==> src/rtl/universal_shift_reg.sv <==
// Universal shift register: hold, load, shift, rotate
// and an autonomous LSB-first serialise sequence.
module universal_shift_reg #(
  parameter int              WIDTH     = 8,
  parameter logic [WIDTH-1:0] RESET_VAL = '0
) (
  input  logic             clk,
  input  logic             reset,
  input  logic [2:0]       mode,
  input  logic [WIDTH-1:0] d_in,
  input  logic             ser_in_l,
  input  logic             ser_in_r,
  output logic [WIDTH-1:0] q_out,
  output logic             ser_out_r,
  output logic             ser_out_l,
  output logic             busy,
  output logic             done
);

  localparam int CW = (WIDTH > 2) ? $clog2(WIDTH) : 1;
  localparam logic [CW-1:0] CNT_MAX = CW'(WIDTH - 1);

  typedef enum logic {
    IDLE = 1'b0,
    SER  = 1'b1
  } state_e;

  state_e           state_q, state_d;
  logic [WIDTH-1:0] q_q, q_d;
  logic [CW-1:0]    count_q, count_d;
  logic             busy_q, busy_d;
  logic             done_q, done_d;

  // State register; reset abandons any running sequence
  always_ff @(posedge clk or negedge reset) begin
    if (!reset) begin
      state_q <= IDLE;
      q_q     <= RESET_VAL;
      count_q <= '0;
      busy_q  <= 1'b0;
      done_q  <= 1'b0;
    end else begin
      state_q <= state_d;
      q_q     <= q_d;
      count_q <= count_d;
      busy_q  <= busy_d;
      done_q  <= done_d;
    end
  end

  // Next-state: mode decode in IDLE, fixed right shift in SER
  always_comb begin
    state_d = state_q;
    q_d     = q_q;
    count_d = count_q;
    busy_d  = busy_q;
    done_d  = 1'b0;
    unique case (state_q)
      IDLE: begin
        unique case (mode)
          3'b000: q_d = q_q;
          3'b001: q_d = d_in;
          3'b010: q_d = {ser_in_l, q_q[WIDTH-1:1]};
          3'b011: q_d = {q_q[WIDTH-2:0], ser_in_r};
          3'b100: q_d = {q_q[0], q_q[WIDTH-1:1]};
          3'b101: q_d = {q_q[WIDTH-2:0], q_q[WIDTH-1]};
          3'b110: begin
            q_d     = d_in;
            count_d = CNT_MAX;
            busy_d  = 1'b1;
            state_d = SER;
          end
          3'b111: q_d = q_q;
          default: q_d = q_q;
        endcase
      end
      SER: begin
        q_d = {ser_in_l, q_q[WIDTH-1:1]};
        if (count_q != '0) begin
          count_d = count_q - CW'(1);
        end else begin
          busy_d  = 1'b0;
          done_d  = 1'b1;
          state_d = IDLE;
        end
      end
      default: state_d = IDLE;
    endcase
  end

  assign q_out     = q_q;
  assign ser_out_r = q_q[0];
  assign ser_out_l = q_q[WIDTH-1];
  assign busy      = busy_q;
  assign done      = done_q;

endmodule
==> config.mk <==
export PLATFORM = sky130hd
export DESIGN_NAME = universal_shift_reg
export DESIGN_NICKNAME = d
export VERILOG_FILES = /design/src/rtl/universal_shift_reg.sv
export SDC_FILE = /design/constraint.sdc
export NUM_CORES = 1
export LEC_CHECK = 0
export CORE_UTILIZATION = 53
export DETAILED_ROUTE_END_ITERATION = 10
export GPL_TIMING_DRIVEN = 0
export PLACE_DENSITY = 0.92
export RECOVER_POWER = 25
export SYNTH_ARGS = -nofsm -noshare
export SYNTH_HDL_FRONTEND = slang
export SYNTH_SLANG_ARGS = --single-unit
==> constraint.sdc <==
create_clock -name clk -period 2.9 [get_ports clk]
set_clock_uncertainty 0.15 [all_clocks]
set_input_delay 0.435 -clock clk [delete_from_list [all_inputs] [get_ports clk]]
set_output_delay 0.435 -clock clk [all_outputs]
set_load 0.05 [all_outputs]
==> impl_results.md <==
* Status: finished clean
* CP Launch Type: flop
* Max_slew headroom at between 50% and 60%
* Fin Setup TNS at 0 ns
* HP Class: flop to flop
* Asr flop ratio synth at 100%
* Vias in the first global route at around 1100
* Critical path's slowest cell: clkdlybuf4s50_1
* Max cap viols at 0
* Synth area leaders: dfrtp_1 31%, a21oi_1 6.7%, a31oi_1 4.4%, inv_1 3.7%, buf_4 3.3%
* First-pass GRT wire length at about 4700 um
* Ant. Diodes at 0
* Initial antenna violation count at 0
* IO Count at 27
* Post-Syn Area per Cell at between 8 and 9 um2
* Largest net degree at the start of global routing at 15
* Crit path DAT at approximately 1.7 ns
* Min-delay src: count_q[0]
* Synth top cells by count: 15 x a21oi_1, 14 x dfrtp_1, 11 x inv_1
* Final hold viol count at 0
* Int Power at just under 0.0007 W
* Post-Synthesis Cells at 130
* Buffer and inverter count on the worst path at 2
* EDFF count, synth at 0
* Die Wd at ~48 um
* Count leader, synth: a21oi_1
* Root Driver: clkbuf_4
* Crit-path cells: buf_4 > clkdlybuf4s50_1
* Max Fclk at approximately 450 MHz
* Critical Path Sink Type: output port
* Latest clock arrival within the worst-skew pair at about 0.28 ns
* RSZ-0062 raised after global routing: false
* Part of the power in combinational logic at a little under two thirds
* Sw frac at between 50% and 60%
* DR pass1 iterations at 4
* GR Overflow Total at 0
* H-tree Lvls at 1
* Register area share after synthesis at between 30 and 40%
* Fin nets at about 180
* Req. time, crit path at roughly 2.3 ns
* Critical Path Source: q_out[7]
* Reg2reg start: count_q[0]
* Num rows at 16
* Count of cell types in the netlist at 44
* Peak supply drop at 0.000662 V
* Routed Antenna Nets at 0
* Initial Util at between 50% and 60%
* Worst Tran Pin Value at ~0.65 ns
* Die Height at 48.1 um
* Cell Pwr Density at 982 nW/um2
* Share of layout cells above drive strength 1 at between 10% and 20%
* Yosys top cell by area: dfrtp_1
* Reg2Reg Setup Slack at around 1.4 ns
* Leakage at 0.600 nW
* Core area at around 2000 um2
* Crit Path Category: flop to output port
* Clk buf depth at 2
* Setup Fix Bufs, Post-CTS at 0
* Vias/cell at 6.41
* Via count at 1186
* Sequential share of power at about 28%
* Clock slew at reported path FFs at 0.09 ns
* Cell family with most CP delay: buffers and inverters
* CTS Sinks at 14
* Drt drc at 0
* TritonCTS buffer count at 3
* Final WL at a little over 3000 um
* Synth Flop Type: dfrtp_1
* Gates resized, CTS repair at 0
* Share of the synthesized area in the top cell type at between 30% and 40%
* Hold Worst Slack at roughly 0.34 ns
* Register bit total from synthesis at 14
* Syn-to-layout area delta at 27.2%
* WL per Instance at between 15 and 20 um
* CP max FO at 6
* Clk pwr share at under 10%
* # setup viols final at 0
* DPL Wire Length at approximately 2200 um
* Psw at ~0.00072 W
* Syn. warnings at 0
* Drt initial violations at 58
* Crit path largest cell delay at between 0.7 and 0.8 ns
* GPL Wtd Cong at about 0.9
* Hold Buf Count CTS at 0
* Fin crit share at 77.0%
* Fin. max-slew vios at 0
* Period minus WS final at 2.23 ns
* Die area at approximately 2300 um2
* Global-route usage over all layers at just under 30%
* Synthesized area at approximately 1100 um2
* Syn Nets at 147
* Buffers on Ports at 25
* CTS tree: built
[worst reg2reg max path, stage by stage, from the launching register on]
cell and delay, ns:
dfrtp_1 0.38, inv_1 0.08, ha_1 0.21, nand3b_1 0.19, a21boi_2 0.24, nor2_1 0.06, a31oi_1 0.14
[final cells by class]
| class | count | area, um2 |
|---|---|---|
| Timing Repair Buffer | 25 | 250 |
| Sequential cell | 14 | 350 |
| Inverter | 14 | 52.6 |
| Clock buffer | 3 | 22.5 |
| Tap cell | 27 | 33.8 |
| Buffer | 11 | 87.6 |
| Fill cell | 142 | 549 |
| Multi-Input combinational cell | 91 | 636 |
[state kept, by name, summed over array words and instances (netlist names)]
register	cells
busy	1
q_out	8
done	1
count_q	3
state_q	1
[through the flow]
step	area [um2]	instances	utilization [%]	worst slack, ns	power, W
after CTS	1430	185	72.3	0.651	0.00141
after global routing	1430	185	72.3	0.604	0.00149
final	1430	185	72.3	0.666	0.00141
after global placement	1410	182	71.1	0.739	0.00126
after floorplan	1130	130	-	1.29	0.00101
after detailed placement	1410	182	71.1	0.683	0.00129
[final timing paths]
check,to,cells after the start
setup / recovery,q_out[7],2
hold / removal,count_q[0],1
setup reg to reg,count_q[1],6
hold reg to reg,count_q[0],1
max in group asynchronous,q_out[6],1
min in group asynchronous,done,1
[cell families (layout without fill, tap and decap cells)]
logic type | count (synthesis) | count (layout) | share of synthesized area (%)
adder cells (fa/ha/maj) | 2 | 2 | 2.22
multiplexers | 3 | 3 | 2.78
AO/OA/AOI/OAI | 54 | 54 | 35.4
buffers and inverters | 25 | 53 | 12.4
AND/OR/NAND/NOR | 32 | 32 | 16.0
flip-flops | 14 | 14 | 31.1
[placed cells by master, fill, tap and decap left out, types with 2 or more instances in the layout]
| master | count |
|---|---|
| nand2b_1 | 6 |
| o2bb2ai_1 | 3 |
| o21ai_1 | 3 |
| nor3_1 | 2 |
| nand2_1 | 2 |
| clkdlybuf4s50_1 | 24 |
| dfrtp_1 | 14 |
| mux2i_1 | 2 |
| o31ai_1 | 2 |
| a311o_1 | 2 |
| buf_6 | 2 |
| nand3b_1 | 3 |
| clkbuf_4 | 3 |
| a311oi_1 | 2 |
| buf_4 | 5 |
| ha_1 | 2 |
| nor2_1 | 9 |
| clkbuf_1 | 2 |
| o21ai_0 | 2 |
| nand3_1 | 4 |
| inv_2 | 3 |
| inv_1 | 11 |
| a2bb2oi_1 | 3 |
| a21oi_1 | 15 |
| o221a_1 | 2 |
| a31oi_1 | 8 |
| o31a_1 | 2 |
[power groups by stage]
stage	sequential (W)	combinational, W	clock, W
floorplan	0.000598	0.000415	0
global placement	0.000395	0.000864	0
detailed placement	0.000403	0.000890	0
CTS	0.000399	0.000894	0.000114
global route	0.000418	0.000956	0.000119
finish	0.000402	0.000894	0.000112
[metal layers]
metal | up-vias | GRT usage (%) | share of wire, %
met5 | - | 0 | 0
met3 | 11 | 4.44 | 6.6
met1 | 556 | 34.3 | 41
li1 | 546 | - | -
met2 | 73 | 50.8 | 50
met4 | 0 | 18.3 | 2.4
Power figures use the tool's default switching activity.
